### config.mk
export PLATFORM = sky130hd
export DESIGN_NAME = memory
export DESIGN_NICKNAME = d
export VERILOG_FILES = /design/src/rtl/memory.sv
export SDC_FILE = /design/constraint.sdc
export NUM_CORES = 1
export LEC_CHECK = 0
export ABC_AREA = 1
export CAP_MARGIN = 20
export CORE_AREA = 10 10 284 286
export CTS_CLUSTER_SIZE = 8
export DETAILED_ROUTE_END_ITERATION = 6
export DIE_AREA = 0 0 294 296
export MAX_ROUTING_LAYER = met4
export REMOVE_ABC_BUFFERS = 1
export SLEW_MARGIN = 20
export SYNTH_ARGS = -nofsm -noshare
export SYNTH_HDL_FRONTEND = slang
export SYNTH_SLANG_ARGS = --single-unit
### constraint.sdc
create_clock -name clk -period 4.6 [get_ports clk]
set_input_delay 1.15 -clock clk [delete_from_list [all_inputs] [get_ports clk]]
set_output_delay 1.15 -clock clk [all_outputs]
set_load 0.05 [all_outputs]
### src/rtl/memory.sv
// Memory stage: issues data-bus requests for loads/stores, aligns store data,
// extracts load data and stalls the pipeline while a transaction is in flight.

package memory_pkg;

  typedef struct packed {
    logic       regwrite;
    logic       memread;
    logic       memwrite;
    logic [1:0] msize;
    logic       mem_unsigned;
  } control_t;

  typedef struct packed {
    logic [63:0] pc;
    logic [63:0] sextimm;
    logic [63:0] srcb;
    logic [4:0]  dst;
    logic        valid;
    logic [63:0] alu_out;
    control_t    ctl;
  } execute_data_t;

  typedef struct packed {
    logic [63:0] pc;
    logic [4:0]  dst;
    logic        valid;
    control_t    ctl;
    logic [63:0] alu_out;
    logic [63:0] rdata;
    logic        misalign;
  } memory_data_t;

endpackage

module memory
  import memory_pkg::*;
#(
  parameter int unsigned AW = 64,
  parameter int unsigned DW = 64
) (
  input  logic                clk,
  input  logic                reset,
  input  execute_data_t       dataE,
  input  logic                stall_in,
  output logic                dreq_valid,
  output logic [AW-1:0]       dreq_addr,
  output logic [1:0]          dreq_size,
  output logic [DW/8-1:0]     dreq_strobe,
  output logic [DW-1:0]       dreq_data,
  input  logic                dresp_addr_ok,
  input  logic                dresp_data_ok,
  input  logic [DW-1:0]       dresp_data,
  output memory_data_t        dataM,
  output logic [63:0]         aluoutM,
  output logic                m_wait
);

  localparam int unsigned StrbW = DW / 8;

  typedef enum logic [1:0] {
    IDLE = 2'd0,
    ADDR = 2'd1,
    DATA = 2'd2,
    HOLD = 2'd3
  } state_t;

  state_t             state;
  state_t             nextState;
  logic [63:0]        captured;
  logic               complete;
  logic               reqValid;

  logic [2:0]         off;
  logic [5:0]         laneShift;
  logic [2:0]         alignMask;
  logic               isMemOp;
  logic               misaligned;
  logic               active;
  logic [63:0]        lane;
  logic [63:0]        loadValue;
  logic [StrbW-1:0]   strobeMask;

  // Immediate is not used in this stage.
  logic unusedBits;
  assign unusedBits = ^dataE.sextimm;

  assign off       = dataE.alu_out[2:0];
  assign laneShift = {off, 3'b000};
  assign isMemOp   = dataE.valid && (dataE.ctl.memread || dataE.ctl.memwrite);
  assign misaligned = isMemOp && (|(off & alignMask));
  assign active    = isMemOp && !misaligned;
  assign aluoutM   = dataE.alu_out;

  // Low address bits that must be zero for the access size.
  always_comb begin
    alignMask = 3'b000;
    case (dataE.ctl.msize)
      2'd0: alignMask = 3'b000;
      2'd1: alignMask = 3'b001;
      2'd2: alignMask = 3'b011;
      2'd3: alignMask = 3'b111;
    endcase
  end

  // Byte-lane write enables for the access size at the current offset.
  always_comb begin
    strobeMask = '0;
    case (dataE.ctl.msize)
      2'd0: strobeMask = StrbW'(8'h01) << off;
      2'd1: strobeMask = StrbW'(8'h03) << off;
      2'd2: strobeMask = StrbW'(8'h0F) << off;
      2'd3: strobeMask = StrbW'(8'hFF);
    endcase
  end

  // Shift the addressed lane down and zero/sign-extend it to 64 bits.
  always_comb begin
    lane      = 64'(dresp_data >> laneShift);
    loadValue = lane;
    case (dataE.ctl.msize)
      2'd0: loadValue = dataE.ctl.mem_unsigned ? {56'd0, lane[7:0]}
                                               : {{56{lane[7]}}, lane[7:0]};
      2'd1: loadValue = dataE.ctl.mem_unsigned ? {48'd0, lane[15:0]}
                                               : {{48{lane[15]}}, lane[15:0]};
      2'd2: loadValue = dataE.ctl.mem_unsigned ? {32'd0, lane[31:0]}
                                               : {{32{lane[31]}}, lane[31:0]};
      2'd3: loadValue = lane;
    endcase
  end

  // State register.
  always_ff @(posedge clk) begin
    if (reset) begin
      state <= IDLE;
    end else begin
      state <= nextState;
    end
  end

  // Load result kept for replay while the pipeline is held downstream.
  always_ff @(posedge clk) begin
    if (reset) begin
      captured <= 64'd0;
    end else if (complete) begin
      captured <= loadValue;
    end
  end

  // Next-state and bus/pipeline outputs.
  always_comb begin
    nextState   = state;
    complete    = 1'b0;
    reqValid    = 1'b0;
    dreq_valid  = 1'b0;
    dreq_addr   = '0;
    dreq_size   = 2'd0;
    dreq_strobe = '0;
    dreq_data   = '0;
    m_wait      = 1'b0;
    dataM       = '0;

    case (state)
      IDLE, ADDR: begin
        if (active) begin
          reqValid = 1'b1;
          if (dresp_addr_ok && dresp_data_ok) begin
            complete  = 1'b1;
            nextState = stall_in ? HOLD : IDLE;
          end else if (dresp_addr_ok) begin
            nextState = DATA;
          end else begin
            nextState = ADDR;
          end
        end else begin
          nextState = IDLE;
        end
      end
      DATA: begin
        if (dresp_data_ok) begin
          complete  = 1'b1;
          nextState = stall_in ? HOLD : IDLE;
        end
      end
      HOLD: begin
        if (!stall_in) begin
          nextState = IDLE;
        end
      end
      default: nextState = IDLE;
    endcase

    dataM.pc      = dataE.pc;
    dataM.dst     = dataE.dst;
    dataM.valid   = dataE.valid;
    dataM.ctl     = dataE.ctl;
    dataM.alu_out = dataE.alu_out;

    if (!reset) begin
      dreq_valid     = reqValid;
      dreq_addr      = AW'(dataE.alu_out);
      dreq_size      = dataE.ctl.msize;
      dreq_strobe    = (active && dataE.ctl.memwrite) ? strobeMask : '0;
      dreq_data      = DW'(dataE.srcb) << laneShift;
      m_wait         = active && !complete && (state != HOLD);
      dataM.misalign = misaligned;
      if (complete) begin
        dataM.rdata = loadValue;
      end else if (state == HOLD) begin
        dataM.rdata = captured;
      end
    end
  end

endmodule

==> results of run 1 <==
[area by class of cell]
class	instances	area, µm²
Antenna cell	5	12.5
Clock buffer	10	239
Clock inverter	5	55.1
Fill cell	8453	58300
Inverter	190	721
Multi-Input combinational cell	1179	5560
Sequential cell	66	1320
Tap cell	978	1220
Timing Repair Buffer	668	7750
[state kept, by name, indices dropped and copies added (netlist names)]
register / cells
captured: 64
state: 2
[through the flow]
step                      hold slack [ns]  area [µm²]
after floorplan                     0.458        7520
after global placement              0.469       16500
after detailed placement            0.475       16500
after CTS                           0.483       16800
after global routing                0.500       16900
final                               0.482       16900
[power groups by stage]
stage               registers (mW)  logic (mW)  clock network [mW]
floorplan                    0.608       0.637                   0
global placement             0.609        1.77                   0
detailed placement           0.610        1.77                   0
CTS                          0.597        1.78               0.777
global route                 0.600        1.89               0.795
finish                       0.598        1.78               0.744
[what timing repair did]
| item | in CTS | in global routing |
|---|---|---|
| resized for setup | 9 | 18 |
| setup buffers | 0 | 0 |
| endpoints found under the hold margin | 0 | 0 |
| pin swaps | 0 | 1 |
| cloned | 0 | 1 |
| setup endpoints to repair | 67 | 46 |
[logic make-up (layout without fill, tap and decap cells)]
family / after synthesis / after routing / share of synthesized area, %
AOI/OAI and AO/OA: 298 / 298 / 16.6
adders and majority gates: 4 / 4 / 0.513
buffers and inverters: 526 / 873 / 30.2
DFF: 66 / 66 / 13.6
muxes: 8 / 8 / 0.821
other: 0 / 5 / 0
and+or+nand+nor: 869 / 869 / 38.3
[critical path: cells and delay by family]
kind | cells | cell delay (ns)
compound gates | 3 | 0.39
simple gates | 3 | 0.41
buf+inv | 6 | 1.27
[cell usage after synthesis, types with 12 or more instances]
cell type,n,area (µm²)
sky130_fd_sc_hd__clkbuf_1,53,199
sky130_fd_sc_hd__buf_4,216,1620
sky130_fd_sc_hd__dfxtp_1,66,1320
sky130_fd_sc_hd__buf_6,13,146
sky130_fd_sc_hd__nand3_1,249,1250
sky130_fd_sc_hd__inv_1,184,691
sky130_fd_sc_hd__o22ai_1,13,81.3
sky130_fd_sc_hd__nand3_2,12,120
sky130_fd_sc_hd__nor2_1,155,582
sky130_fd_sc_hd__buf_2,44,220
sky130_fd_sc_hd__o21ai_0,77,385
sky130_fd_sc_hd__a21oi_1,161,806
sky130_fd_sc_hd__nand2_1,428,1610
[metal layers]
| metal | share of wire, % | wire (µm) | GRT usage, % |
|---|---|---|---|
| met1 | 41 | 29700 | 19.2 |
| met4 | 0.86 | 614 | 1.86 |
| met2 | 40 | 28400 | 21.1 |
| met5 | 0 | 0 | - |
| met3 | 18 | 12900 | 12.0 |
[worst min path at each step]
| stage | start | endpoint | slack [ns] | depth (start not counted) |
|---|---|---|---|---|
| global route | captured[44]$_SDFFE_PP0P_ | captured[44]$_SDFFE_PP0P_ | 0.50 | 2 |
| detailed placement | captured[14]$_SDFFE_PP0P_ | captured[14]$_SDFFE_PP0P_ | 0.48 | 2 |
| finish | captured[58]$_SDFFE_PP0P_ | captured[58]$_SDFFE_PP0P_ | 0.48 | 2 |
| global placement | captured[39]$_SDFFE_PP0P_ | captured[39]$_SDFFE_PP0P_ | 0.47 | 2 |
| CTS | captured[58]$_SDFFE_PP0P_ | captured[58]$_SDFFE_PP0P_ | 0.48 | 2 |
| floorplan | captured[0]$_SDFFE_PP0P_ | captured[0]$_SDFFE_PP0P_ | 0.46 | 2 |
==> impl_results.html, run 1 <==
<table>
<tr><th>Metric</th><th>Value</th></tr>
<tr><th colspan="2">Clock tree</th></tr>
<tr><td>Hold buffers post-CTS</td><td>0</td></tr>
<tr><td>Clock Latency Late Sink</td><td>0.37 ns</td></tr>
<tr><td>Number of H-tree branching levels</td><td>3</td></tr>
<tr><td>Clock slew at the register clock pins of the worst setup and hold paths</td><td>0.05 ns</td></tr>
<tr><td>Cell at the root of the clock tree</td><td>sky130_fd_sc_hd__clkbuf_16</td></tr>
<tr><td>Number of buffers on the longest clock path</td><td>2</td></tr>
<tr><td>Inserted Clock Buffers</td><td>9</td></tr>
<tr><td>Clock tree from TritonCTS</td><td>yes</td></tr>
<tr><td>Number of clock sinks seen by CTS</td><td>66</td></tr>
<tr><th colspan="2">Floorplan</th></tr>
<tr><td>Core box area</td><td>75,200 µm²</td></tr>
<tr><td>Initial core utilization</td><td>13.0%</td></tr>
<tr><td>Die Outline Area</td><td>87,000 µm²</td></tr>
<tr><td>Chip Height</td><td>296 µm</td></tr>
<tr><td>Floorplan die width</td><td>294 µm</td></tr>
<tr><td>Row count</td><td>101</td></tr>
<tr><td>Top-Level Pins</td><td>746</td></tr>
<tr><th colspan="2">Critical path</th></tr>
<tr><td>WP data arrival</td><td>3.26 ns</td></tr>
<tr><td>Critical-path top delay cell</td><td>sky130_fd_sc_hd__clkdlybuf4s50_1</td></tr>
<tr><td>Category of the worst setup path launch point</td><td>input port</td></tr>
<tr><td>Max FO, Critical Path</td><td>20</td></tr>
<tr><td>End of the critical path</td><td>dataM[7]</td></tr>
<tr><td>CP Cell Sequence</td><td>clkdlybuf4s50_1 -&gt; o21ai_0 -&gt; buf_4 -&gt; nor2_4 -&gt; nand3_2 -&gt; nand2_4 -&gt; buf_12 -&gt; buf_16 -&gt; o21ai_1 -&gt; a21oi_2 -&gt; buf_4 -&gt; buf_12</td></tr>
<tr><td>Critical path type</td><td>input port to output pin</td></tr>
<tr><td>Worst EP required</td><td>3.45 ns</td></tr>
<tr><td>Worst setup slack for register-to-register paths</td><td>2.83 ns</td></tr>
<tr><td>Worst path max stage delay</td><td>0.48 ns</td></tr>
<tr><td>Depth of the most critical reg-to-reg path</td><td>5</td></tr>
<tr><td>Kind of end point of the critical path</td><td>output pin</td></tr>
<tr><td>Worst Setup SP</td><td>dataE[4]</td></tr>
<tr><td>Launch point of the worst reg-to-reg path</td><td>state[1]$_SDFFE_PP0P_</td></tr>
<tr><td>Capture instance of the worst register-to-register path</td><td>captured[17]$_SDFFE_PP0P_</td></tr>
<tr><th colspan="2">Timing</th></tr>
<tr><td>Setup TNS</td><td>0 ns</td></tr>
<tr><td>Final setup violation count</td><td>0</td></tr>
<tr><td>Number of pins exceeding their max-slew limit in the final report</td><td>0</td></tr>
<tr><td>Time the final worst path needs with I/O delays and setup</td><td>4.41 ns</td></tr>
<tr><td>Largest clock skew in the final design</td><td>0.0165 ns</td></tr>
<tr><td>FMAX</td><td>227 MHz</td></tr>
<tr><td>Tightest slew margin relative to the limit</td><td>42.4%</td></tr>
<tr><td>Transition time at the pin with the least slew margin</td><td>0.863 ns</td></tr>
<tr><td>RSZ-0062 raised after global routing</td><td>no</td></tr>
<tr><td>Worst path setup slack after routing</td><td>0.190 ns</td></tr>
<tr><td>Post-route clock period utilization</td><td>95.9%</td></tr>
<tr><td>Final hold violation count</td><td>0</td></tr>
<tr><th colspan="2">Drt</th></tr>
<tr><td>DRC marker count from the first detailed-route iteration</td><td>1,213</td></tr>
<tr><td>Antenna-violating nets left</td><td>0</td></tr>
<tr><td>Drc violations</td><td>0</td></tr>
<tr><td>Routed via count divided by cell count</td><td>4.18</td></tr>
<tr><td>Number of search-and-repair iterations in the first detailed-routing pass</td><td>7</td></tr>
<tr><td>Vias after detailed routing</td><td>12,900</td></tr>
<tr><td>Routed Wire Length</td><td>71.6 mm</td></tr>
<tr><td>Average wire per cell in the routed design</td><td>23.1 µm</td></tr>
<tr><th colspan="2">Pwr</th></tr>
<tr><td>Register share of total power</td><td>19.2%</td></tr>
<tr><td>Proportion of power drawn by combinational gates</td><td>57.0%</td></tr>
<tr><td>Switching Fraction</td><td>45.8%</td></tr>
<tr><td>Worst VDD drop</td><td>0.157 mV</td></tr>
<tr><td>Static leakage</td><td>7.29 nW</td></tr>
<tr><td>Overall power consumption</td><td>3.12 mW</td></tr>
<tr><td>Clock network power share</td><td>23.8%</td></tr>
<tr><td>Internal power</td><td>1.69 mW</td></tr>
<tr><td>Switching power summed over all nets</td><td>1.43 mW</td></tr>
<tr><td>Power density of the placed cells</td><td>185 nW/µm²</td></tr>
<tr><th colspan="2">Placement</th></tr>
<tr><td>Gp weighted congestion</td><td>0.883</td></tr>
<tr><td>Placed Cells</td><td>3,080</td></tr>
<tr><td>Detailed placement HPWL</td><td>58.5 mm</td></tr>
<tr><td>Total of buffers placed on input and output ports</td><td>541</td></tr>
<tr><td>Dpl ws</td><td>-0.445 ns</td></tr>
<tr><th colspan="2">Synth</th></tr>
<tr><td>Number of standard cells after synthesis</td><td>1,771</td></tr>
<tr><td>Mean cell area of the mapped netlist</td><td>5.50 µm²</td></tr>
<tr><td>Seq/Total Area, Yosys</td><td>13.6%</td></tr>
<tr><td>Post-Synthesis Cell Area</td><td>9750 µm²</td></tr>
<tr><td>Post-synthesis async set-or-reset flop share</td><td>0%</td></tr>
<tr><td>Primary FF master, synth</td><td>sky130_fd_sc_hd__dfxtp_1</td></tr>
<tr><td>Register bit count reported by yosys</td><td>66</td></tr>
<tr><td>Synth cell types</td><td>38</td></tr>
<tr><td>Count of synthesis-stage warnings from yosys</td><td>0</td></tr>
<tr><td>EDFF count, synth</td><td>0</td></tr>
<tr><th colspan="2">Global routing</th></tr>
<tr><td>Vias in the first global route</td><td>12,000</td></tr>
<tr><td>Overall fraction of global-route tracks in use</td><td>15.9%</td></tr>
<tr><td>Maximum number of pins on one net before global-route repair</td><td>65</td></tr>
<tr><td>Global-route wire length before repair</td><td>96.0 mm</td></tr>
<tr><td>Antenna violations before repair</td><td>7</td></tr>
<tr><td>GR Overflow Total</td><td>0</td></tr>
<tr><th colspan="2">Layout</th></tr>
<tr><td>Final Instance Count excl. Fillers</td><td>3,101</td></tr>
<tr><td>Relative area change from synthesis to final layout</td><td>73.2%</td></tr>
<tr><td>Most common cell after layout, fill and taps aside</td><td>sky130_fd_sc_hd__nand2_1</td></tr>
<tr><td>Highest-count cells in the layout ignoring fill and taps</td><td>sky130_fd_sc_hd__nand2_1 (427), sky130_fd_sc_hd__clkdlybuf4s50_1 (390), sky130_fd_sc_hd__nand3_1 (247)</td></tr>
<tr><td>Fin nets</td><td>2,455</td></tr>
<tr><td>Fraction of final layout cells sized beyond drive strength 1</td><td>16.2%</td></tr>
<tr><td>Final cell utilization of the core</td><td>22.5%</td></tr>
<tr><th colspan="2">Run status</th></tr>
<tr><td>Run status</td><td>complete, no violations</td></tr>
<tr><th colspan="2">Job</th></tr>
<tr><td>Max Cap Viol</td><td>0</td></tr>
<tr><th colspan="2">Hold path</th></tr>
<tr><td>Worst hold-check path type</td><td>flip-flop to flip-flop</td></tr>
</table>
Power figures use the tool's default switching activity.
==> run 2, diff against run 1 <==
- HOLD_SLACK_MARGIN: unset -> 0.12
==> results of run 2 <==
Same layout as run 1: the final DEF is identical, and so are final timing and power.
